<file path="src/rtl/counter_74xx_pkg.sv">
// Shared definitions for the 74xx-style counter family.
//   DefaultWidth : default counter/preset width in bits
//   MaxWidth     : widest counter the helpers support
//   count_sel_e  : which source feeds the count register on the next edge
//   all_ones()   : reset value (2^width - 1), returned right-aligned in MaxWidth bits
package counter_74xx_pkg;

  localparam int unsigned DefaultWidth = 8;
  localparam int unsigned MaxWidth     = 64;

  typedef enum logic [1:0] {
    SelClr,
    SelLoad,
    SelDec,
    SelHold
  } count_sel_e;

  function automatic logic [MaxWidth-1:0] all_ones(input int unsigned width);
    logic [MaxWidth-1:0] val;
    val = '0;
    for (int unsigned i = 0; i < MaxWidth; i++) begin
      if (i < width) begin
        val[i] = 1'b1;
      end
    end
    return val;
  endfunction

endpackage

</file>
<file path="src/rtl/counter_7440103.sv">
// Presettable down counter with synchronous clear, parallel load/enable and terminal count.
//   clk  : clock, all state changes on the rising edge
//   clr  : synchronous active-high clear, sets q to all ones
//   pl_n : synchronous parallel load, active-low, highest priority after clr
//   pe_n : synchronous parallel enable, active-low, loads p (not gated by te_n)
//   te_n : terminal enable, active-low, enables decrement and tc_n
//   p    : preset value
//   q    : registered count
//   tc_n : terminal count, active-low, low when q == 0 and te_n == 0
module counter_7440103
  import counter_74xx_pkg::*;
#(
  parameter int unsigned WIDTH = DefaultWidth
) (
  input  logic             clk,
  input  logic             clr,
  input  logic             pl_n,
  input  logic             pe_n,
  input  logic             te_n,
  input  logic [WIDTH-1:0] p,
  output logic [WIDTH-1:0] q,
  output logic             tc_n
);

  localparam logic [WIDTH-1:0] ResetVal = WIDTH'(all_ones(WIDTH));

  logic [WIDTH-1:0] count_q, count_d;
  count_sel_e       sel;

  // Priority select: clear, then either load strobe, then decrement, else hold.
  always_comb begin
    sel = SelHold;
    if (clr) begin
      sel = SelClr;
    end else if (!pl_n || !pe_n) begin
      sel = SelLoad;
    end else if (!te_n) begin
      sel = SelDec;
    end
  end

  always_comb begin
    count_d = count_q;
    unique case (sel)
      SelClr:  count_d = ResetVal;
      SelLoad: count_d = p;
      // Unsigned wrap: 0 - 1 gives all ones.
      SelDec:  count_d = count_q - WIDTH'(1);
      SelHold: count_d = count_q;
      default: count_d = count_q;
    endcase
  end

  always_ff @(posedge clk) begin
    count_q <= count_d;
  end

  assign q    = count_q;
  assign tc_n = ~((count_q == '0) && !te_n);

endmodule

</file>
<file path="config.mk">
export PLATFORM = sky130hd
export DESIGN_NAME = counter_7440103
export DESIGN_NICKNAME = d
export VERILOG_FILES = /design/src/rtl/counter_74xx_pkg.sv /design/src/rtl/counter_7440103.sv
export SDC_FILE = /design/constraint.sdc
export NUM_CORES = 1
export LEC_CHECK = 0
export CAP_MARGIN = 20
export CELL_PAD_IN_SITES_DETAIL_PLACEMENT = 0
export CELL_PAD_IN_SITES_GLOBAL_PLACEMENT = 1
export CORE_MARGIN = 2
export CORE_UTILIZATION = 30
export DETAILED_ROUTE_END_ITERATION = 7
export PLACE_DENSITY = 0.71
export SLEW_MARGIN = 20
export SYNTH_ARGS = -nofsm -noshare
export SYNTH_HDL_FRONTEND = slang
export SYNTH_SLANG_ARGS = --single-unit
</file>
<file path="constraint.sdc">
create_clock -name clk -period 2.1 [get_ports clk]
set_clock_uncertainty 0.05 [all_clocks]
set_input_delay 0.21 -clock clk [delete_from_list [all_inputs] [get_ports clk]]
set_output_delay 0.21 -clock clk [all_outputs]
set_load 0.005 [all_outputs]
</file>
==> impl_results.md, run 1 <==
- Mux share of post-synthesis cell area: 0%
- Clk buf depth: 2
- Leakage power: roughly 0.34 nW
- Fillers: approximately 180
- Post-synth EDFFs: 8
- Crit Path Category: flop to output port
- Number of global-route vias before repair: about 480
- Synthesis-to-layout area growth: 59.8%
- Status: complete, but fails checks
- Final setup fails: 1
- Largest family of logic cells by synthesized area: simple AND/OR/NAND/NOR gates
- Post-Synth Simple-Gate Area: around 22%
- Async SR Flop Fraction: 0%
- Die area: approximately 2200 µm²
- Max-slew headroom: approximately 74%
- Achievable Freq: 0.463 GHz
- Most common cell in the netlist: edfxtp_1
- Global route overflow: 0
- Row Count: 15
- RSZ-0062 raised after global routing: yes
- Worst-path fanout max: 3
- DRC viols: 0
- Register area share after synthesis: a little over two fifths
- Failing checks: negative setup slack
- Area after DPL: 856 µm²
- Critical Path Max Stage Delay: a little over 0.4 ns
- Critical Path Start Type: flop
- Die X: roughly 47 µm
- Die Y: about 47 µm
- Htree depth: 1
- GRT Resource Usage Total: between 10% and 20%
- DR iter-0 viols: 9
- Most common library cells after synthesis: edfxtp_1, inv_1, a221o_1, nand2_1
- Mapped Cells: 55
- Distinct cells, synth: 20
- Max FFs per register: 8
- Min Clock Period, post-route: approximately 2.2 ns
- Synth area leader: edfxtp_1
- Max VDD drop: between 0.0003 and 0.0004 V
- Syn Nets: 72
- Nets@finish: between 100 and 150
- DRT antenna net count: 0
- Total setup buffers inserted after CTS: 0
- HPWL Detailed: ~1100 µm
- Top-level I/O count: 22
- Worst path cell trace: or3_4, or3_4, or4_1, buf_2
- Final wirelength: approximately 1400 µm
- Post-route cell area: just under 900 µm²
- Hold Crit Class: primary input to flop
- Share of layout cells above drive strength 1: roughly a fifth
- Core ar.: roughly 1700 µm²
- CP dominant cell by count: or3_4
- Synth Flop Type: edfxtp_1
- Mapped Area: 554 µm²
- Initial antenna violation count: 0
- Final Max Slew Viols: 0
- Max Cap Viol: 0
- Port Buffers: 21
- Yosys top cell area share: around 43%
- Least-Margin Pin Slew: a little under 0.4 ns
- Slowest cell on crit path: or3_4
- Synthesis Warnings: 0
- TritonCTS clock tree: yes
- Power Dens Cells: about 560 nW/µm²
- Clk slew on worst S/H paths: ~0.060 ns
- Period utilisation layout: 103%
- DRT Pass-1 Iters: 4
- Via density: between 4 and 5
- Final Hold Viols: 0
- Global-route wire length before repair: approximately 2200 µm
- CTS Buf Count: 3
- Critical path required time: 1.84 ns
- Pre-CTS setup slack: -0.109 ns
- Clk Latency, worst-skew pair: around 0.26 ns
- Arrival @ worst endpoint: about 1.9 ns
- #FFs+latches synth: 8
- Pin count of the biggest net entering global routing: 12
- Clk Tree Root Cell: clkbuf_4
- RePlAce Congestion: between 0.7 and 0.8
- Syn Area/Cell: approximately 10 µm²
- Hold buffers post-CTS: 0
- Finished Core Util: between 50% and 60%
- Adder-cell share of the synthesized area: 9.03%
- Avg WL per Cell: 12.5 µm
- Area contributors post-synth: edfxtp_1, a221o_1, ha_1, inv_1, nand4b_1
- Initial Utilization: between 30% and 40%
- Post-synthesis compound-gate area fraction: between 10 and 15%
- Clk sink count: 8
- Pwr Total: approximately 500 µW
- Xor/xnor share of the synthesized area: under 10%
- Final setup margin: -0.0599 ns
- CP Capture Type: output port
- Vias post-DR: approximately 550
- Antenna Cells: 0
-- timing repair --
| action | CTS | global route |
|---|---|---|
| endpoints found under the hold margin | 0 | 0 |
| resized for setup | 6 | 1 |
| setup endpoints to repair | 1 | 1 |
-- placed cells by master, fill, tap and decap left out, drive strengths merged, types with 2 or more instances in the layout --
master | Yosys | routed
clkdlybuf4s50 | 0 | 20
clkbuf | 2 | 3
nor3 | 2 | 2
nand4b | 3 | 3
a221o | 5 | 5
ha | 4 | 4
or3 | 2 | 2
inv | 7 | 7
xor2 | 3 | 3
edfxtp | 8 | 8
buf | 0 | 10
nor2 | 4 | 4
nand2 | 5 | 5
o311ai | 2 | 2
-- worst paths after layout --
check	startpoint	to	slack [ns]	cells past startpoint
min	p[7]	q[7]	0.59	3
max reg2reg	q[0]	q[4]	0.42	6
max	q[2]	tc_n	-0.06	4
min reg2reg	q[6]	q[6]	0.71	2
-- metrics by stage --
| stage | cells | TNS [ns] | hold slack (ns) |
|---|---|---|---|
| global placement | 108 | -0.105 | 0.709 |
| global route | 111 | -0.118 | 0.599 |
| finish | 111 | -0.0599 | 0.590 |
| floorplan | 55 | 0 | 0.369 |
| detailed placement | 108 | -0.109 | 0.697 |
| CTS | 111 | -0.0614 | 0.582 |
-- critical path, delay by kind of cell (launching register included) --
kind | cells | cell delay (ns)
buffers and inverters | 1 | 0.14
and+or+nand+nor | 3 | 1.14
DFF | 1 | 0.38
-- layout make-up --
class	instances	area, µm²	area share (%)
Multi-Input combinational cell	38	293	33.1
Clock buffer	3	22.5	2.54
Tap cell	25	31.3	3.53
Timing Repair Buffer	30	273	30.8
Inverter	7	26.3	2.97
Sequential cell	8	240	27.1
-- layer usage --
metal / up-vias / GRT usage, % / routed length [µm]
li1: 275 / - / -
met1: 250 / 20.9 / 657
met2: 20 / 20.5 / 632
met3: 2 / 6.15 / 87
met4: 0 / 4.44 / 12
met5: - / 0 / 0
-- logic make-up after synthesis --
logic type / count (synthesis)
compound gates: 9
xor+xnor: 3
fa+ha+maj: 4
buf+inv: 9
flops: 8
simple gates: 22
-- power breakdown --
group / switching, mW / total [mW] / leakage (nW) / internal, mW
clock: 0.0543 / 0.120 / 0.0138 / 0.0655
combinational: 0.0638 / 0.165 / 0.250 / 0.101
sequential: 0.0128 / 0.212 / 0.0787 / 0.199
Note: power is estimated with default switching activity, not from simulation.
==> inputs of run 2 (changes only) <==
--- a/config.mk
+++ b/config.mk
@@ -9,9 +9,9 @@
 export CELL_PAD_IN_SITES_DETAIL_PLACEMENT = 0
 export CELL_PAD_IN_SITES_GLOBAL_PLACEMENT = 1
 export CORE_MARGIN = 2
-export CORE_UTILIZATION = 30
+export CORE_UTILIZATION = 33
 export DETAILED_ROUTE_END_ITERATION = 7
-export PLACE_DENSITY = 0.71
+export PLACE_DENSITY = 0.78
 export SLEW_MARGIN = 20
 export SYNTH_ARGS = -nofsm -noshare
 export SYNTH_HDL_FRONTEND = slang
==> constraint.sdc (replaced) <==
create_clock -name clk -period 2.5 [get_ports clk]
set_clock_uncertainty 0.05 [all_clocks]
set_input_delay 0.25 -clock clk [delete_from_list [all_inputs] [get_ports clk]]
set_output_delay 0.25 -clock clk [all_outputs]
set_load 0.005 [all_outputs]
==> run 2 against run 1 <==
  * The flow now finishes without violations
  * Worst setup slack improved by 0.20 ns
  * Non-clock buffer count fell by 4
  * Global-route usage grew 0.71 points
  * Critical endpoint unchanged
  * Largest cell class unchanged
  * Highest routed layer unchanged
==> impl_results.md, run 2 (same netlist as run 1, synthesis figures left out) <==
- Status: finished clean
- Worst path depth: 4 (unchanged)
- DRC viols: 0 (unchanged)
- Critical Path Start Type: flop
- Worst R2R Setup Slack: 0.86 ns (+0.44 ns)
- Initial Utilization: 36.0% (+3.9 points)
- Nets@finish: 101 (-3.8%)
- Clk Tree Root Cell: clkbuf_4
- Footprint of the multi-input gates: 288 µm² (-1.7%)
- Fillers: 150 (-17%)
- Worst path cell trace: or3_4, or3_1, or4_1, dlygate4sd2_1
- Slowest cell on crit path: edfxtp_1
- CP Capture Type: output port
- Max-slew headroom: 72.7% (-1.1 points)
- Hold WS: 0.636 ns (+0.0453 ns)
- Storage cell area: 240 µm² (unchanged)
- Least-Margin Pin Slew: 0.406 ns (+0.0160 ns)
- Max VDD drop: 0.000259 V (-25%)
- Antenna Cells: 0 (unchanged)
- CTS Buf Count: 3 (unchanged)
- Max Cap Viol: 0 (unchanged)
- Clk sink count: 8 (unchanged)
- Die area: 2020 µm² (-8.3%)
- Critical Path Source: q[3]
- Pwr Total: 408 µW (-18%)
- Global route overflow: 0 (unchanged)
- Vias post-DR: 542 (-0.91%)
- FF-to-FF Start: q[0]
- Row Count: 14 (-1)
- GR Util met1: 18.6% (-2.2 points)
- Core ar.: 1540 µm² (-11%)
- Buf+Inv Stages, Crit Path: 1 (unchanged)
- Htree depth: 1 (unchanged)
- Leakage power: 0.321 nW (-6.3%)
- Top-level I/O count: 22 (unchanged)
- Worst-path fanout max: 3 (unchanged)
- Post-route cell area: 843 µm² (-4.8%)
- Pin count of the biggest net entering global routing: 12 (unchanged)
- Most frequent cells in the layout: clkdlybuf4s50_1, edfxtp_1, inv_1
- Die Y: 45.0 µm (-4.3%)
- Met2 usage: 25.1% (+4.6 points)
- Achievable Freq: 0.424 GHz
- Top delay family on crit path: simple AND/OR/NAND/NOR gates
- Setup TNS: 0 ns (+0.0599 ns)
- Period utilisation layout: 94.4%
- Final setup fails: 0 (-1)
- Final wirelength: 1410 µm (+1.7%)
- Synthesis-to-layout area growth: 52.1%
- Crit Path Category: flop to output port
- Max FFs per register: 8 (unchanged)
- TritonCTS clock tree: yes
- Clk Latency, worst-skew pair: 0.26 ns (about the same)
- Crit path to: tc_n
- Port Buffers: 21 (unchanged)
- GRT Resource Usage Total: 15.5% (+0.71 points)
- Final Hold Viols: 0 (unchanged)
- Arrival @ worst endpoint: 2.06 ns (+0.16 ns)
- Critical path required time: 2.20 ns (+0.36 ns)
- Min Clock Period, post-route: 2.36 ns
- Gr busiest metal: met2
- Worst reg2reg path endpoint: q[4]
- GR Util met3: 6.00% (-0.15 points)
- Clk buf depth: 2 (unchanged)
- Global-route wire length before repair: 2170 µm (-1.9%)
- Share of layout cells above drive strength 1: 13.4% (-6.4 points)
- Critical Path Max Stage Delay: 0.41 ns (about the same)
- Hold Crit Class: primary input to flop
- RePlAce Congestion: 0.714 (-5.5%)
- Power Dens Cells: 484 nW/µm² (-14%)
- HPWL Detailed: 1030 µm (-5.1%)
- Hold buffers post-CTS: 0 (unchanged)
- DRT antenna net count: 0 (unchanged)
- RSZ-0062 raised after global routing: no
- DRT Pass-1 Iters: 4 (unchanged)
- Final Max Slew Viols: 0 (unchanged)
- Initial antenna violation count: 0 (unchanged)
- DR iter-0 viols: 16 (+7)
- Avg WL per Cell: 14.4 µm (+15%)
- Via density: 5.53 (+12%)
- Area after DPL: 807 µm² (-5.7%)
- Most common cell after layout, fill and taps aside: clkdlybuf4s50_1
- Die X: 45.0 µm (-4.3%)
- R2R cell count: 5 (-1)
- Number of global-route vias before repair: 503 (+4.6%)
- Clk slew on worst S/H paths: 0.05 ns (about the same)
## run 2: cell types whose count changed in the layout (fill, tap and decap cells not counted)
cell / previous run / this run
buf_4: 9 / 5
or3_1: 0 / 1
dlygate4sd2_1: 0 / 1
or3_4: 2 / 1
buf_2: 1 / 0
## run 2: worst register-to-register path, delay by kind of cell, from the launching register on
family / cells / cell delay, ns
DFF: 1 / 0.37
AOI/OAI and AO/OA: 1 / 0.31
and+or+nand+nor: 1 / 0.26
adders and majority gates: 1 / 0.21
buffers and inverters: 1 / 0.10
xor gates and xnor gates: 1 / 0.10
## run 2: what timing repair did
item | in CTS | in global routing
buffers inserted | 1 | 0
gates resized for setup | 3 | 0
setup endpoints to repair | 1 | 0
## run 2: power breakdown
part | internal (mW) | switching, mW | total, mW
Clock | 0.0549 | 0.0442 | 0.0992
Sequential | 0.168 | 0.0129 | 0.181
Combinational | 0.0773 | 0.0510 | 0.128
Total | 0.300 | 0.108 | 0.408
## run 2: metrics by stage
stage	util, %	std cells	setup slack, ns
2_1_floorplan	-	55	0.618
6_report	54.7	98	0.141
3_5_place_dp	52.4	94	0.220
4_1_cts	54.7	98	0.155
5_1_grt	54.7	98	0.0552
3_3_place_gp	52.4	94	0.204
## run 2: per-layer routing
metal	part of all wire (%)	vias to the layer above
met5	0	-
met4	0.78	0
met3	6.2	2
met2	47	16
met1	46	258
li1	-	266
## run 2: how the worst min path moves through the flow
stage / startpoint / endpoint / slack (ns) / depth (start not counted)
6_report: p[3] / q[3] / 0.64 / 2
4_1_cts: p[1] / q[1] / 0.63 / 2
3_3_place_gp: q[0] / q[0] / 0.64 / 2
2_1_floorplan: p[5] / q[5] / 0.41 / 2
5_1_grt: p[2] / q[2] / 0.64 / 2
3_5_place_dp: q[0] / q[0] / 0.66 / 2
## run 2: cell type report
class	instances	share of cell area [%]
tap	16	2.37
multi-input combinational	38	34.1
clock buffer	3	2.67
inverter	7	3.12
timing repair buffer	26	29.2
sequential	8	28.5
==> RTL edit: new RTL, settings of run 1 <==
Put one more register stage on the output `q`. The value now appears one clock later. The other outputs are not delayed to match. Comments in the files are not updated.
--- a/src/rtl/counter_7440103.sv
+++ b/src/rtl/counter_7440103.sv
@@ -56,5 +56,7 @@
   end
 
-  assign q    = count_q;
+  always_ff @(posedge clk) begin
+    q <= count_q;
+  end
   assign tc_n = ~((count_q == '0) && !te_n);
 
Behaviour: not the same (a bounded check fails within 4 cycles, from zero or initial values).
==> RTL edit against run 1 <==
  * The run still ends with setup timing left
  * Worst setup slack worse by 0.031 ns
  * Largest power group unchanged
  * Sequential cell count is 8 higher
  * Area after synthesis grew 29%
  * Routed wire length up 6.9%
  * Cell area up 22%
  * Power increased by 53%
  * Sequential share of layout area rose by 9.9 points
==> RTL edit: results (changes against run 1) <==
Pwr
  • Pleak: 0.421 nW (+23%)
  • Peak supply drop: 0.469 mV (+35%)

Setup path
  • Cell count of the worst reg-to-reg path: 4 (-2)
  • Critical path arrival: 1.93 ns (+0.03 ns)
  • Worst r2r src: count_q[2]$_DFFE_PP_
  • Critical R2R Capture: count_q[6]$_DFFE_PP_
  • CP Max Fanout: 2 (-1)
  • R2r setup slk: 0.37 ns (-0.05 ns)

Logic synthesis
  • Compound-Gate Fraction of Synth Area: 11.4% (-3.3 points)
  • Top post-synthesis cells by area: edfxtp_1 34%, dfxtp_1 22%, a221o_1 7.0%
  • Post-synth top cells: 8 x dfxtp_1, 8 x edfxtp_1, 7 x inv_1, 5 x a221o_1, 5 x nand2_1
  • Synth unique cells: 22 (+10%)
  • Syn Nets: 80 (+11%)
  • Synth Area in XOR/XNOR: 3.68% (-1.1 points)
  • Synthesized netlist cell count: 63 (+15%)
  • Post-Synth Adder-Cell Area: 7.01% (-2.0 points)

STA
  • Post-route setup TNS: -0.0908 ns (-0.0310 ns)
  • Relative slew slack: 74.8% (+0.99 points)
  • Setup violations, final: 1 (unchanged)
  • Hold slack final: 0.402 ns (-0.188 ns)
  • Fin worst setup slack: -0.0908 ns (-0.0310 ns)

Global route
  • Global-route wire length before repair: 2470 um (+12%)
  • Total track usage: 12.5% (-2.3 points)
  • Vias in the first global route: 540 (+12%)

Placement
  • Setup slack after placement: -0.116 ns (-0.00731 ns)
  • Final GP Congestion: 0.690 (-8.7%)
  • Post-DP HPWL: 1130 um (+3.8%)
  • Post-DP Area: 0.00101 sq mm (+18%)
  • Placed cell count: 118 (+9.3%)

Final layout
  • Ratio of cells with drive above 1 in the final layout: 20.8% (+1.1 points)
  • # nets final: 114 (+8.6%)
  • Multi-input gate area: 303 sq um (+3.4%)

Routing
  • 1st-iter DRT viols: 20 (+11)
  • WL/cell: 12.0 um (-4.3%)
  • DR vias/cell: 4.69 (-4.8%)
  • Vias: 582 (+6.4%)

Hold path
  • Worst Hold Launch: count_q[7]$_DFFE_PP_
  • Worst hold stages: 0 (-3)
  • Min-delay worst type: reg2reg
  • Worst Hold End: q[7]$_DFF_P_

Clocking
  • Clock Latency Late Sink: 0.28 ns (+0.02 ns)
  • Clock transition at path regs: 0.10 ns (+0.04 ns)

Status
  • Status: finished with violations
  • Violated checks: setup timing
[RTL edit: power breakdown]
group / internal (mW) / switching [mW]
clock network: 0.105 / 0.0960
logic: 0.104 / 0.0667
registers: 0.369 / 0.0163
[RTL edit: kinds of logic after synthesis]
logic type / Yosys count
buffers and inverters: 9
XOR/XNOR: 3
adder cells (fa/ha/maj): 4
AND/OR/NAND/NOR: 22
AO/OA/AOI/OAI: 9
flip-flops: 16
[RTL edit: worst max path at each step]
stage                                    start   end
after floorplan           count_q[2]$_DFFE_PP_  tc_n
after global placement    count_q[2]$_DFFE_PP_  tc_n
after detailed placement  count_q[2]$_DFFE_PP_  tc_n
after CTS                 count_q[4]$_DFFE_PP_  tc_n
after global routing      count_q[2]$_DFFE_PP_  tc_n
final                     count_q[2]$_DFFE_PP_  tc_n
[RTL edit: metal layers]
layer	vias up	global-route usage (%)	routed length, um
met2	14	19.2	684
li1	298	-	-
met1	270	17.0	729
met4	0	5.13	0
met5	-	0	0
met3	0	2.57	73
[RTL edit: what timing repair did]
action	4_1_cts	5_1_grt
endpoints found under the hold margin	0	0
setup endpoints to repair	1	1
pin swaps	1	1
buffers inserted	2	0
gates resized for setup	6	3
[RTL edit: layout make-up]
type | instances | share of cell area (%)
clock buffers | 4 | 3.36
inverters | 7 | 2.43
multi-input cells | 38 | 28.0
flip-flops and latches | 16 | 37.0
well taps | 28 | 3.24
repair buffers | 31 | 25.9
[RTL edit: critical path, stage by stage (launching register included)]
cell and delay, ns:
edfxtp_1 0.40, or3_4 0.40, or3_4 0.33, or4_1 0.39, buf_2 0.14
